<file path="src/rtl/wb_grf_commit_pkg.sv">
// Shared types and constants for the writeback / GRF commit slice.
// Provides register-name constants, T_new encodings, the commit trace record
// layout and the writeback data select helper.
package wb_grf_commit_pkg;

    localparam int unsigned XLEN     = 32;
    localparam int unsigned REG_AW   = 5;
    localparam int unsigned NUM_REGS = 32;

    localparam logic [REG_AW-1:0] REG_ZERO = 5'd0;
    localparam logic [REG_AW-1:0] REG_RA   = 5'd31;

    // Cycles until the W-stage result exists; only "now" may be forwarded
    localparam logic [1:0] T_NEW_NOW = 2'b00;
    localparam logic [1:0] T_NEW_ONE = 2'b01;
    localparam logic [1:0] T_NEW_TWO = 2'b10;

    typedef struct packed {
        logic [XLEN-1:0]   pc;
        logic [REG_AW-1:0] rd;
        logic [XLEN-1:0]   data;
    } traceRec_t;

    localparam int unsigned TRACE_W = $bits(traceRec_t);

    // Writeback source select: link value beats load data beats ALU result
    function automatic logic [XLEN-1:0] selWbData(
        input logic            jalSel,
        input logic            memToReg,
        input logic [XLEN-1:0] pc,
        input logic [XLEN-1:0] aluOut,
        input logic [XLEN-1:0] readData,
        input logic [XLEN-1:0] linkOffset
    );
        if (jalSel)   return pc + linkOffset;
        if (memToReg) return readData;
        return aluOut;
    endfunction

endpackage

</file>
<file path="src/rtl/wb_grf_commit_if.sv">
// W-stage bundle, D-stage read ports, forwarding and commit-trace bus.
// master: pipeline / harness side (drives W-stage, read addresses, trace_ready)
// slave : wb_grf_commit (returns read data, forwarding info, trace head)
interface wb_grf_commit_if;
    import wb_grf_commit_pkg::*;

    logic                RegWriteW;
    logic                MemtoRegW;
    logic                jal_selW;
    logic [XLEN-1:0]     ALUOutW;
    logic [XLEN-1:0]     ReadDataW;
    logic [REG_AW-1:0]   WriteRegW;
    logic [XLEN-1:0]     PcW;
    logic [XLEN-1:0]     InstrW;
    logic [1:0]          T_new_W;
    logic [REG_AW-1:0]   A1_D;
    logic [REG_AW-1:0]   A2_D;
    logic [XLEN-1:0]     RD1_D;
    logic [XLEN-1:0]     RD2_D;
    logic [XLEN-1:0]     WD_fwd;
    logic                fwd_valid;
    logic [XLEN-1:0]     retire_cnt;
    logic                trace_valid;
    logic                trace_ready;
    logic [XLEN-1:0]     trace_pc;
    logic [REG_AW-1:0]   trace_reg;
    logic [XLEN-1:0]     trace_data;
    logic [15:0]         trace_drop_cnt;

    modport master (
        output RegWriteW, MemtoRegW, jal_selW, ALUOutW, ReadDataW, WriteRegW,
               PcW, InstrW, T_new_W, A1_D, A2_D, trace_ready,
        input  RD1_D, RD2_D, WD_fwd, fwd_valid, retire_cnt, trace_valid,
               trace_pc, trace_reg, trace_data, trace_drop_cnt
    );

    modport slave (
        input  RegWriteW, MemtoRegW, jal_selW, ALUOutW, ReadDataW, WriteRegW,
               PcW, InstrW, T_new_W, A1_D, A2_D, trace_ready,
        output RD1_D, RD2_D, WD_fwd, fwd_valid, retire_cnt, trace_valid,
               trace_pc, trace_reg, trace_data, trace_drop_cnt
    );

endinterface

</file>
<file path="src/rtl/wb_trace_fifo.sv">
// Commit-record FIFO with valid/ready drain and saturating drop counter.
// Ports: clk, reset (async active-low), push/pushData (enqueue request),
//        popReady (consumer ready), valid/headData (head, zero when empty),
//        dropCnt (records discarded because the FIFO was full).
module wb_trace_fifo #(
    parameter int unsigned DEPTH = 4,
    parameter int unsigned WIDTH = 69
) (
    input  logic             clk,
    input  logic             reset,
    input  logic             push,
    input  logic [WIDTH-1:0] pushData,
    input  logic             popReady,
    output logic             valid,
    output logic [WIDTH-1:0] headData,
    output logic [15:0]      dropCnt
);

    localparam int unsigned PTR_W = $clog2(DEPTH);
    localparam int unsigned CNT_W = PTR_W + 1;

    logic [WIDTH-1:0] mem [DEPTH];
    logic [PTR_W-1:0] wrPtr;
    logic [PTR_W-1:0] rdPtr;
    logic [CNT_W-1:0] count;
    logic             full;
    logic             empty;
    logic             doPop;
    logic             doPush;
    logic             doDrop;

    assign empty  = (count == '0);
    assign full   = (count == CNT_W'(DEPTH));
    assign doPop  = !empty && popReady;
    // A pop on the same edge frees the slot a full FIFO needs for the push
    assign doPush = push && (!full || doPop);
    assign doDrop = push && full && !doPop;

    // Pointers, occupancy and drop counter
    always_ff @(posedge clk or negedge reset) begin
        if (!reset) begin
            wrPtr   <= '0;
            rdPtr   <= '0;
            count   <= '0;
            dropCnt <= '0;
        end else begin
            if (doPush) wrPtr <= wrPtr + PTR_W'(1);
            if (doPop)  rdPtr <= rdPtr + PTR_W'(1);
            count <= count + CNT_W'(doPush) - CNT_W'(doPop);
            if (doDrop && dropCnt != 16'hFFFF) dropCnt <= dropCnt + 16'd1;
        end
    end

    // Record storage; contents are only observed through valid entries
    always_ff @(posedge clk) begin
        if (doPush) mem[wrPtr] <= pushData;
    end

    assign valid    = !empty;
    assign headData = empty ? '0 : mem[rdPtr];

endmodule

</file>
<file path="src/rtl/wb_grf_commit.sv">
// W-stage consumer: writeback mux, 32x32 GPR file with W->D bypass,
// forwarding output, retired-instruction counter and commit trace FIFO.
// Ports: clk, reset (async active-low), bus (wb_grf_commit_if.slave) carrying
//        the W-stage bundle, D-stage read ports, forwarding and trace drain.
module wb_grf_commit
    import wb_grf_commit_pkg::*;
#(
    parameter int unsigned TRACE_DEPTH     = 4,
    parameter int unsigned JAL_LINK_OFFSET = 8
) (
    input  logic           clk,
    input  logic           reset,
    wb_grf_commit_if.slave bus
);

    logic [XLEN-1:0] grf [NUM_REGS];
    logic [XLEN-1:0] wbData;
    logic            weEff;
    logic [XLEN-1:0] retireCnt;
    traceRec_t       pushRec;
    traceRec_t       headRec;
    logic            headValid;
    logic [15:0]     dropCnt;

    assign wbData = selWbData(bus.jal_selW, bus.MemtoRegW, bus.PcW, bus.ALUOutW,
                              bus.ReadDataW, XLEN'(JAL_LINK_OFFSET));
    assign weEff  = bus.RegWriteW && (bus.WriteRegW != REG_ZERO);

    // GPR array; entry 0 is never written so it stays at its reset value
    always_ff @(posedge clk or negedge reset) begin
        if (!reset) begin
            for (int i = 0; i < NUM_REGS; i++) grf[i] <= '0;
        end else if (weEff) begin
            grf[bus.WriteRegW] <= wbData;
        end
    end

    // Reads see the same-cycle writeback (write-before-read)
    assign bus.RD1_D = (bus.A1_D == REG_ZERO) ? '0 :
                       (weEff && bus.A1_D == bus.WriteRegW) ? wbData : grf[bus.A1_D];
    assign bus.RD2_D = (bus.A2_D == REG_ZERO) ? '0 :
                       (weEff && bus.A2_D == bus.WriteRegW) ? wbData : grf[bus.A2_D];

    assign bus.WD_fwd    = wbData;
    assign bus.fwd_valid = weEff && (bus.T_new_W == T_NEW_NOW);

    // Retired instruction counter; bubbles carry a zero instruction word
    always_ff @(posedge clk or negedge reset) begin
        if (!reset) begin
            retireCnt <= '0;
        end else if (bus.InstrW != '0) begin
            retireCnt <= retireCnt + 32'd1;
        end
    end

    assign bus.retire_cnt = retireCnt;

    assign pushRec.pc   = bus.PcW;
    assign pushRec.rd   = bus.WriteRegW;
    assign pushRec.data = wbData;

    wb_trace_fifo #(
        .DEPTH (TRACE_DEPTH),
        .WIDTH (TRACE_W)
    ) u_trace_fifo (
        .clk      (clk),
        .reset    (reset),
        .push     (weEff),
        .pushData (pushRec),
        .popReady (bus.trace_ready),
        .valid    (headValid),
        .headData (headRec),
        .dropCnt  (dropCnt)
    );

    assign bus.trace_valid    = headValid;
    assign bus.trace_pc       = headRec.pc;
    assign bus.trace_reg      = headRec.rd;
    assign bus.trace_data     = headRec.data;
    assign bus.trace_drop_cnt = dropCnt;

endmodule

</file>
<file path="src/flat_wrapper.sv">
// flat-port wrapper written by rule: the top's interface ports become plain ports
module wb_grf_commit_flat import wb_grf_commit_pkg::*;
#(
    parameter int unsigned TRACE_DEPTH     = 4,
    parameter int unsigned JAL_LINK_OFFSET = 8
)
  (clk, reset, bus_RegWriteW, bus_MemtoRegW, bus_jal_selW, bus_ALUOutW, bus_ReadDataW, bus_WriteRegW, bus_PcW, bus_InstrW, bus_T_new_W, bus_A1_D, bus_A2_D, bus_trace_ready, bus_RD1_D, bus_RD2_D, bus_WD_fwd, bus_fwd_valid, bus_retire_cnt, bus_trace_valid, bus_trace_pc, bus_trace_reg, bus_trace_data, bus_trace_drop_cnt);
  wb_grf_commit_if bus_i ();
  input  logic clk;
  input  logic reset;
  input wire logic [$bits(bus_i.RegWriteW)-1:0] bus_RegWriteW;
  input wire logic [$bits(bus_i.MemtoRegW)-1:0] bus_MemtoRegW;
  input wire logic [$bits(bus_i.jal_selW)-1:0] bus_jal_selW;
  input wire logic [$bits(bus_i.ALUOutW)-1:0] bus_ALUOutW;
  input wire logic [$bits(bus_i.ReadDataW)-1:0] bus_ReadDataW;
  input wire logic [$bits(bus_i.WriteRegW)-1:0] bus_WriteRegW;
  input wire logic [$bits(bus_i.PcW)-1:0] bus_PcW;
  input wire logic [$bits(bus_i.InstrW)-1:0] bus_InstrW;
  input wire logic [$bits(bus_i.T_new_W)-1:0] bus_T_new_W;
  input wire logic [$bits(bus_i.A1_D)-1:0] bus_A1_D;
  input wire logic [$bits(bus_i.A2_D)-1:0] bus_A2_D;
  input wire logic [$bits(bus_i.trace_ready)-1:0] bus_trace_ready;
  output wire logic [$bits(bus_i.RD1_D)-1:0] bus_RD1_D;
  output wire logic [$bits(bus_i.RD2_D)-1:0] bus_RD2_D;
  output wire logic [$bits(bus_i.WD_fwd)-1:0] bus_WD_fwd;
  output wire logic [$bits(bus_i.fwd_valid)-1:0] bus_fwd_valid;
  output wire logic [$bits(bus_i.retire_cnt)-1:0] bus_retire_cnt;
  output wire logic [$bits(bus_i.trace_valid)-1:0] bus_trace_valid;
  output wire logic [$bits(bus_i.trace_pc)-1:0] bus_trace_pc;
  output wire logic [$bits(bus_i.trace_reg)-1:0] bus_trace_reg;
  output wire logic [$bits(bus_i.trace_data)-1:0] bus_trace_data;
  output wire logic [$bits(bus_i.trace_drop_cnt)-1:0] bus_trace_drop_cnt;
  assign bus_i.RegWriteW = bus_RegWriteW;
  assign bus_i.MemtoRegW = bus_MemtoRegW;
  assign bus_i.jal_selW = bus_jal_selW;
  assign bus_i.ALUOutW = bus_ALUOutW;
  assign bus_i.ReadDataW = bus_ReadDataW;
  assign bus_i.WriteRegW = bus_WriteRegW;
  assign bus_i.PcW = bus_PcW;
  assign bus_i.InstrW = bus_InstrW;
  assign bus_i.T_new_W = bus_T_new_W;
  assign bus_i.A1_D = bus_A1_D;
  assign bus_i.A2_D = bus_A2_D;
  assign bus_i.trace_ready = bus_trace_ready;
  assign bus_RD1_D = bus_i.RD1_D;
  assign bus_RD2_D = bus_i.RD2_D;
  assign bus_WD_fwd = bus_i.WD_fwd;
  assign bus_fwd_valid = bus_i.fwd_valid;
  assign bus_retire_cnt = bus_i.retire_cnt;
  assign bus_trace_valid = bus_i.trace_valid;
  assign bus_trace_pc = bus_i.trace_pc;
  assign bus_trace_reg = bus_i.trace_reg;
  assign bus_trace_data = bus_i.trace_data;
  assign bus_trace_drop_cnt = bus_i.trace_drop_cnt;
  wb_grf_commit #(.TRACE_DEPTH(TRACE_DEPTH), .JAL_LINK_OFFSET(JAL_LINK_OFFSET)) u_core (.clk(clk), .reset(reset), .bus(bus_i));
endmodule
</file>
<file path="config.mk">
export PLATFORM = sky130hd
export DESIGN_NAME = wb_grf_commit_flat
export DESIGN_NICKNAME = d
export VERILOG_FILES = /design/src/rtl/wb_grf_commit_pkg.sv /design/src/rtl/wb_grf_commit_if.sv /design/src/rtl/wb_trace_fifo.sv /design/src/rtl/wb_grf_commit.sv /design/src/flat_wrapper.sv
export SDC_FILE = /design/constraint.sdc
export NUM_CORES = 2
export LEC_CHECK = 0
export BUFFER_PORTS_ARGS = -buffer_cell sky130_fd_sc_hd__buf_4
export CORE_MARGIN = 3
export CORE_UTILIZATION = 30
export CTS_BUF_LIST = sky130_fd_sc_hd__clkbuf_8
export DETAILED_ROUTE_END_ITERATION = 6
export HOLD_SLACK_MARGIN = 0.1
export SLEW_MARGIN = 0
export SYNTH_ARGS = -nofsm -noshare
export SYNTH_HDL_FRONTEND = slang
export SYNTH_HIERARCHICAL = 1
export SYNTH_SLANG_ARGS = --single-unit
</file>
<file path="constraint.sdc">
create_clock -name clk -period 8.9 [get_ports clk]
set_input_delay 1.335 -clock clk [delete_from_list [all_inputs] [get_ports clk]]
set_output_delay 1.335 -clock clk [all_outputs]
set_load 0.005 [all_outputs]
</file>
* Word level (Yosys, flattened, before mapping)
Memory sizes are Yosys's and may differ from the RTL's.
Index checks and enable logic that the tools add are counted.
** Word-level totals
- Register bits after elaboration :: 1079
- RAM bits :: 276
- Input port bits :: 151
- Output and inout port bits :: 215
- Word-level logic and storage cells :: 99
- Memories :: 1
** Memory list
- u_core.u_trace_fifo.mem :: words 4, width 69, read ports 1, clocked after memory_dff 0, wr ports 1, RTL line wb_trace_fifo.sv:22 : logic [WIDTH-1:0] mem [DEPTH];
** Cells by class
- Add/subtract/negate cells :: 7
- $lt $le $gt $ge :: 4
- Eq/ne operators :: 4
- Mux-type cells :: 23
- Bitwise logic cells :: 3
- Reduce and logical (&&, ||, !) cells :: 20
** Operator list (count)
- 1024-bit bitwise mux :: 1
- 32-bit two-way mux :: 13
- 32-bit binary-select mux with 5-bit select :: 2
- 32-bit demux with 5-bit select :: 1
- 69-bit two-way mux :: 1
- 32-bit by 1-bit adder with 32-bit output (second input constant) :: 1
- 32-bit by 4-bit adder with 32-bit output (second input constant) :: 1
- 32-bit nonzero test :: 1
- 6-bit greater-or-equal comparator (second input constant) :: 3
- 5-bit inverter with 6-bit output :: 3
- 16-bit by 1-bit adder with 16-bit output (second input constant) :: 1
- 16-bit != test (second input constant) :: 1
- 5-bit equality test :: 2
- 1-bit logical AND :: 10
- 5-bit logical NOT :: 2
- 6-bit by 1-bit less-than comparator with 1-bit output (second input constant) :: 1
- 1-bit two-way mux :: 5
- 5-bit nonzero test :: 1
- 2-bit by 1-bit adder with 2-bit output (second input constant) :: 2
- 3-bit by 1-bit adder with 3-bit output :: 1
- 3-bit equality test (second input constant) :: 1
- 1-bit logical NOT :: 3
- 3-bit logical NOT :: 1
- 3-bit by 1-bit subtractor with 3-bit output :: 1
- 2 further kinds :: 2

* Logic depth before layout (Yosys ltp)
- Depth after elaboration :: 7
- Gate-level depth with buffers :: 12
- Gate-level depth less buffers :: 10

* Modules after synthesis
The synthesis kept the hierarchy.
** Modules (own cells, without submodules)
- wb_grf_commit :: instances 1, cells an instance 5129, area an instance 56240.2 sq um
- wb_trace_fifo :: instances 1, cells an instance 548, area an instance 11636.2 sq um

* Least setup slack after synthesis
OpenSTA, ideal clock, no wires.
- Path type :: input-to-output
- From :: in bus_A1_D[1]
- To :: out bus_RD1_D[13]
- Arrival time :: 3.124 ns
- Setup slack :: 4.441 ns
- Cell stages on the path :: 9
- Path buffers :: 4
- Cells stage by stage :: buf_2 -> buf_2 -> buf_4 -> buf_1 -> mux4_2 -> a221oi_1 -> nand3_1 -> nand3_1 -> o21ai_0
** Between the ends
- Longest elaborated chain between the ends :: 6
** RTL lines
- from (decl) :: RTL line flat_wrapper.sv:20 : input wire logic [$bits(bus_i.A1_D)-1:0] bus_A1_D;
- 5-bit inverter with 6-bit output (not written as such) :: RTL line wb_grf_commit.sv:40 : (weEff && bus.A1_D == bus.WriteRegW) ? wbData : grf[bus.A1_D];
- 32-bit binary-select mux with 5-bit select :: RTL line wb_grf_commit.sv:40
- 32-bit two-way mux (not written as such) (2 in series) :: RTL line wb_grf_commit.sv:40
- 32-bit two-way mux :: RTL line wb_grf_commit.sv:40
- 32-bit two-way mux (*) :: RTL line wb_grf_commit.sv:39 : assign bus.RD1_D = (bus.A1_D == REG_ZERO) ? '0 :
- to (decl) :: RTL line flat_wrapper.sv:23 : output wire logic [$bits(bus_i.RD1_D)-1:0] bus_RD1_D;
Every way passes the cells marked *; elsewhere a longest branch is shown, timed or not. The select of a mux whose other input is x is not followed.

* Worst setup path after layout
- From :: in bus_WriteRegW[2]
- To :: out bus_RD1_D[16]
** Between the ends
- Longest elaborated chain between the ends :: 5
** RTL lines
- from (decl) :: RTL line flat_wrapper.sv:16 : input wire logic [$bits(bus_i.WriteRegW)-1:0] bus_WriteRegW;
- 5-bit nonzero test :: RTL line wb_grf_commit.sv:27 : assign weEff = bus.RegWriteW && (bus.WriteRegW != REG_ZERO);
- 1-bit logical AND :: RTL line wb_grf_commit.sv:27
- via u_core.weEff :: RTL line wb_grf_commit.sv:18 : logic weEff;
- 1-bit logical AND :: RTL line wb_grf_commit.sv:40
- 32-bit two-way mux :: RTL line wb_grf_commit.sv:40
- 32-bit two-way mux :: RTL line wb_grf_commit.sv:39
The timed path passes the listed nets, and every way through them passes these cells.

==> results.ini <==
[status]
status = finished, final reports clean

[timing]
maxSlewViolCount = 0
finClkSkew_ns = 0.0304
tightest_slew_ns = 1.24
tns_ns = 0
rsz0062_at_grt = no
timing.final.crit_share = 0.716
hold_viol_final = 0
fmax_ghz = 0.157
fin_ws_ns = 2.53
setup_viol = 0
post-route-min-period_ns = 6.37
slew_headroom = 0.175

[worst_setup_path]
crit_arrival_ns = 5.04
cpPeakStageDelay_ns = 0.84
worstPathRequired_ns = 7.57
critPathMaxFanout = 31
crit_top_cell = buf_4
crit_slowest_cell = o221ai_1
path_class = in2out
crit_chain = buf_4, or3_1, o31ai_2, inv_1, and4_2, nor2_1, nand2_1, o221ai_1, buf_4
end_kind = output port
start_kind = input pin

[placed_design]
io_buffer_count = 365
gp_congestion = 0.847
hpwlAfterDp_um = 132000
dpl-instance-area_um2 = 73000
pre_cts_ws_ns = 2.68

[route]
drtIter0Drc = 5306
wl_per_cell_um = 25.4
drcViolationCount = 0
vias_per_cell = 5.46
ant_nets = 0
first_pass_iters = 5
via_count = 49000
routed_wl_um = 227000

[synth]
syn-num-nets = 5838
synthDistinctLibCells = 77
ys_seq_area_frac = 0.520
synth_cells = 5677
synth_top_cell_area_share = 0.398
ys_seq_elements = 1355
netlist_area_um2 = 67900
async_flop_share = 0.796
yosys_warnings = 6
yosysTopAreaCell = dfrtp_1
synthFlopType = dfrtp_1
synthTopCellsByArea = dfrtp_1, mux4_2, edfxtp_1
synth_edf_count = 276
avgSynthCellArea_um2 = 12.0

[clocking]
cts_max_path_buffers = 3
cts_resized = 0
cts-htree-levels = 4
clkLatencyLatePin_ns = 0.99
cts-buffers-inserted = 221
cts_root_buf = clkbuf_8
clock_sinks = 1355
cts_tree = built
hold_buffers = 0
path_clk_slew_ns = 0.06
cts_setup_buffers = 0

[pwr]
ir_worst_vdd_mv = 0.145
p_per_area_nw_per_um2 = 237
power_leakage_nw = 32.6

[finish]
drive_above_1_share = 0.251
final_area_um2 = 77700
fillers = 21900
seq_area_um2 = 35300
final_nets = 5964
areaGrowthSynthToFinish_pct = 14.4
multi_input_area_um2 = 30000

[die]
dieArea_um2 = 232000
start_util = 0.304
std_cell_rows = 173
die_w_um = 482
fp.dieH_um = 482
io-pin-count = 366
coreArea_um2 = 224000

[flow_run]
drv_cap = 0

[global_routing]
grt_max_degree = 154
grt_pass1_vias = 49100
grtUsageTotal = 0.193
grt_pass1_wl_um = 334000
grt_overflow = 0
antenna_found_initial = 15

[min_path]
hp-class = reg2reg

cell families after synthesis:
logic type | Yosys count | share of synthesized area
xor+xnor | 79 | 0.0102
buf+inv | 625 | 0.0438
fa+ha+maj | 10 | 0.00195
compound gates | 1308 | 0.106
simple gates | 1516 | 0.0954
flops | 1355 | 0.520
mux | 784 | 0.223
metrics by stage:
stage / hold WS (ns) / power [mW] / cells / util
floorplan: 0.441 / 11.0 / 5677 / -
global placement: 0.377 / 12.7 / 8555 / 0.326
detailed placement: 0.384 / 12.8 / 8555 / 0.326
CTS: 0.375 / 18.6 / 8956 / 0.347
global route: 0.402 / 19.4 / 8959 / 0.347
finish: 0.396 / 18.4 / 8959 / 0.347
routing by layer:
metal | part of all wire | global-route usage | vias to the layer above
met3 | 0.092 | 0.0422 | 579
li1 | - | - | 21000
met4 | 0.053 | 0.0956 | 4
met2 | 0.46 | 0.304 | 2448
met5 | 0.00012 | 0 | -
met1 | 0.40 | 0.252 | 24900
power by group:
part / internal, mW / total, mW / switching [mW] / leakage (nW)
Clock: 3.05 / 5.71 / 2.66 / 2.69
Combinational: 2.22 / 4.40 / 2.18 / 13.3
Sequential: 7.51 / 8.29 / 0.773 / 16.6
Total: 12.8 / 18.4 / 5.61 / 32.6
synth_stat cells (all sizes together) (32+ instances only):
| master | count |
|---|---|
| a211oi | 61 |
| a21oi | 62 |
| a221oi | 32 |
| and2 | 76 |
| buf | 149 |
| clkbuf | 412 |
| dfrtp | 1079 |
| edfxtp | 276 |
| inv | 61 |
| mux2 | 36 |
| mux2i | 171 |
| mux4 | 577 |
| nand2 | 1144 |
| nand3 | 52 |
| nor2 | 76 |
| nor3 | 38 |
| o21ai | 1047 |
| xnor2 | 46 |
| xor2 | 33 |
worst max-delay path: cells and delay by family:
family | cells | cell delay [ns]
compound gates | 2 | 1.28
buf+inv | 3 | 0.77
simple gates | 4 | 1.63
flip-flops by register name, indices dropped and copies added (netlist names):
signal,count
u_core/grf,1024
u_core/u_trace_fifo/wrPtr,2
u_core/u_trace_fifo/count,3
u_core/u_trace_fifo/rdPtr,2
u_core/bus.retire_cnt,32
u_core/u_trace_fifo/mem,276
u_core/u_trace_fifo/dropCnt,16
cell type report:
type                    instances  area share
clock buffers                 281      0.0498
inverters                      61     0.00295
diodes                          3   0.0000966
well taps                    2975      0.0479
flip-flops and latches       1355       0.454
clock inverters               120      0.0105
multi-input cells            3697       0.387
repair buffers                467      0.0477
final timing paths:
kind	endpoint	start	slack (ns)	depth (start not counted)
max in group asynchronous	u_core/grf[62]	reset	6.26	3
worst min-delay path	u_core/grf[1023]	u_core/grf[1023]	0.40	0
worst max-delay path	bus_RD1_D[16]	bus_WriteRegW[2]	2.53	9
worst max register to register	u_core/u_trace_fifo/count[2]	u_core/u_trace_fifo/count[0]	6.20	8
min in group asynchronous	u_core/grf[1009]	reset	0.42	1
worst min register to register	u_core/grf[1023]	u_core/grf[1023]	0.40	0
cells in the final DEF (no fill, tap or decap), drive strengths merged, types with 10 or more instances in the layout:
cell,synthesis,routed
a211oi,61,61
a21oi,62,62
a221o,18,18
a221oi,32,32
a22oi,10,10
and2,76,76
and3,22,22
buf,149,466
clkbuf,412,282
clkinv,0,33
dfrtp,1079,1079
edfxtp,276,276
inv,61,140
mux2,36,36
mux2i,171,171
mux4,577,577
nand2,1144,1144
nand3,52,52
nand4,24,24
nor2,76,76
nor2b,26,26
nor3,38,38
nor4,15,15
o21ai,1047,1047
o221ai,20,20
o22ai,13,13
o31ai,12,12
or3,13,13
xnor2,46,46
xor2,33,33
Power figures use the tool's default switching activity.
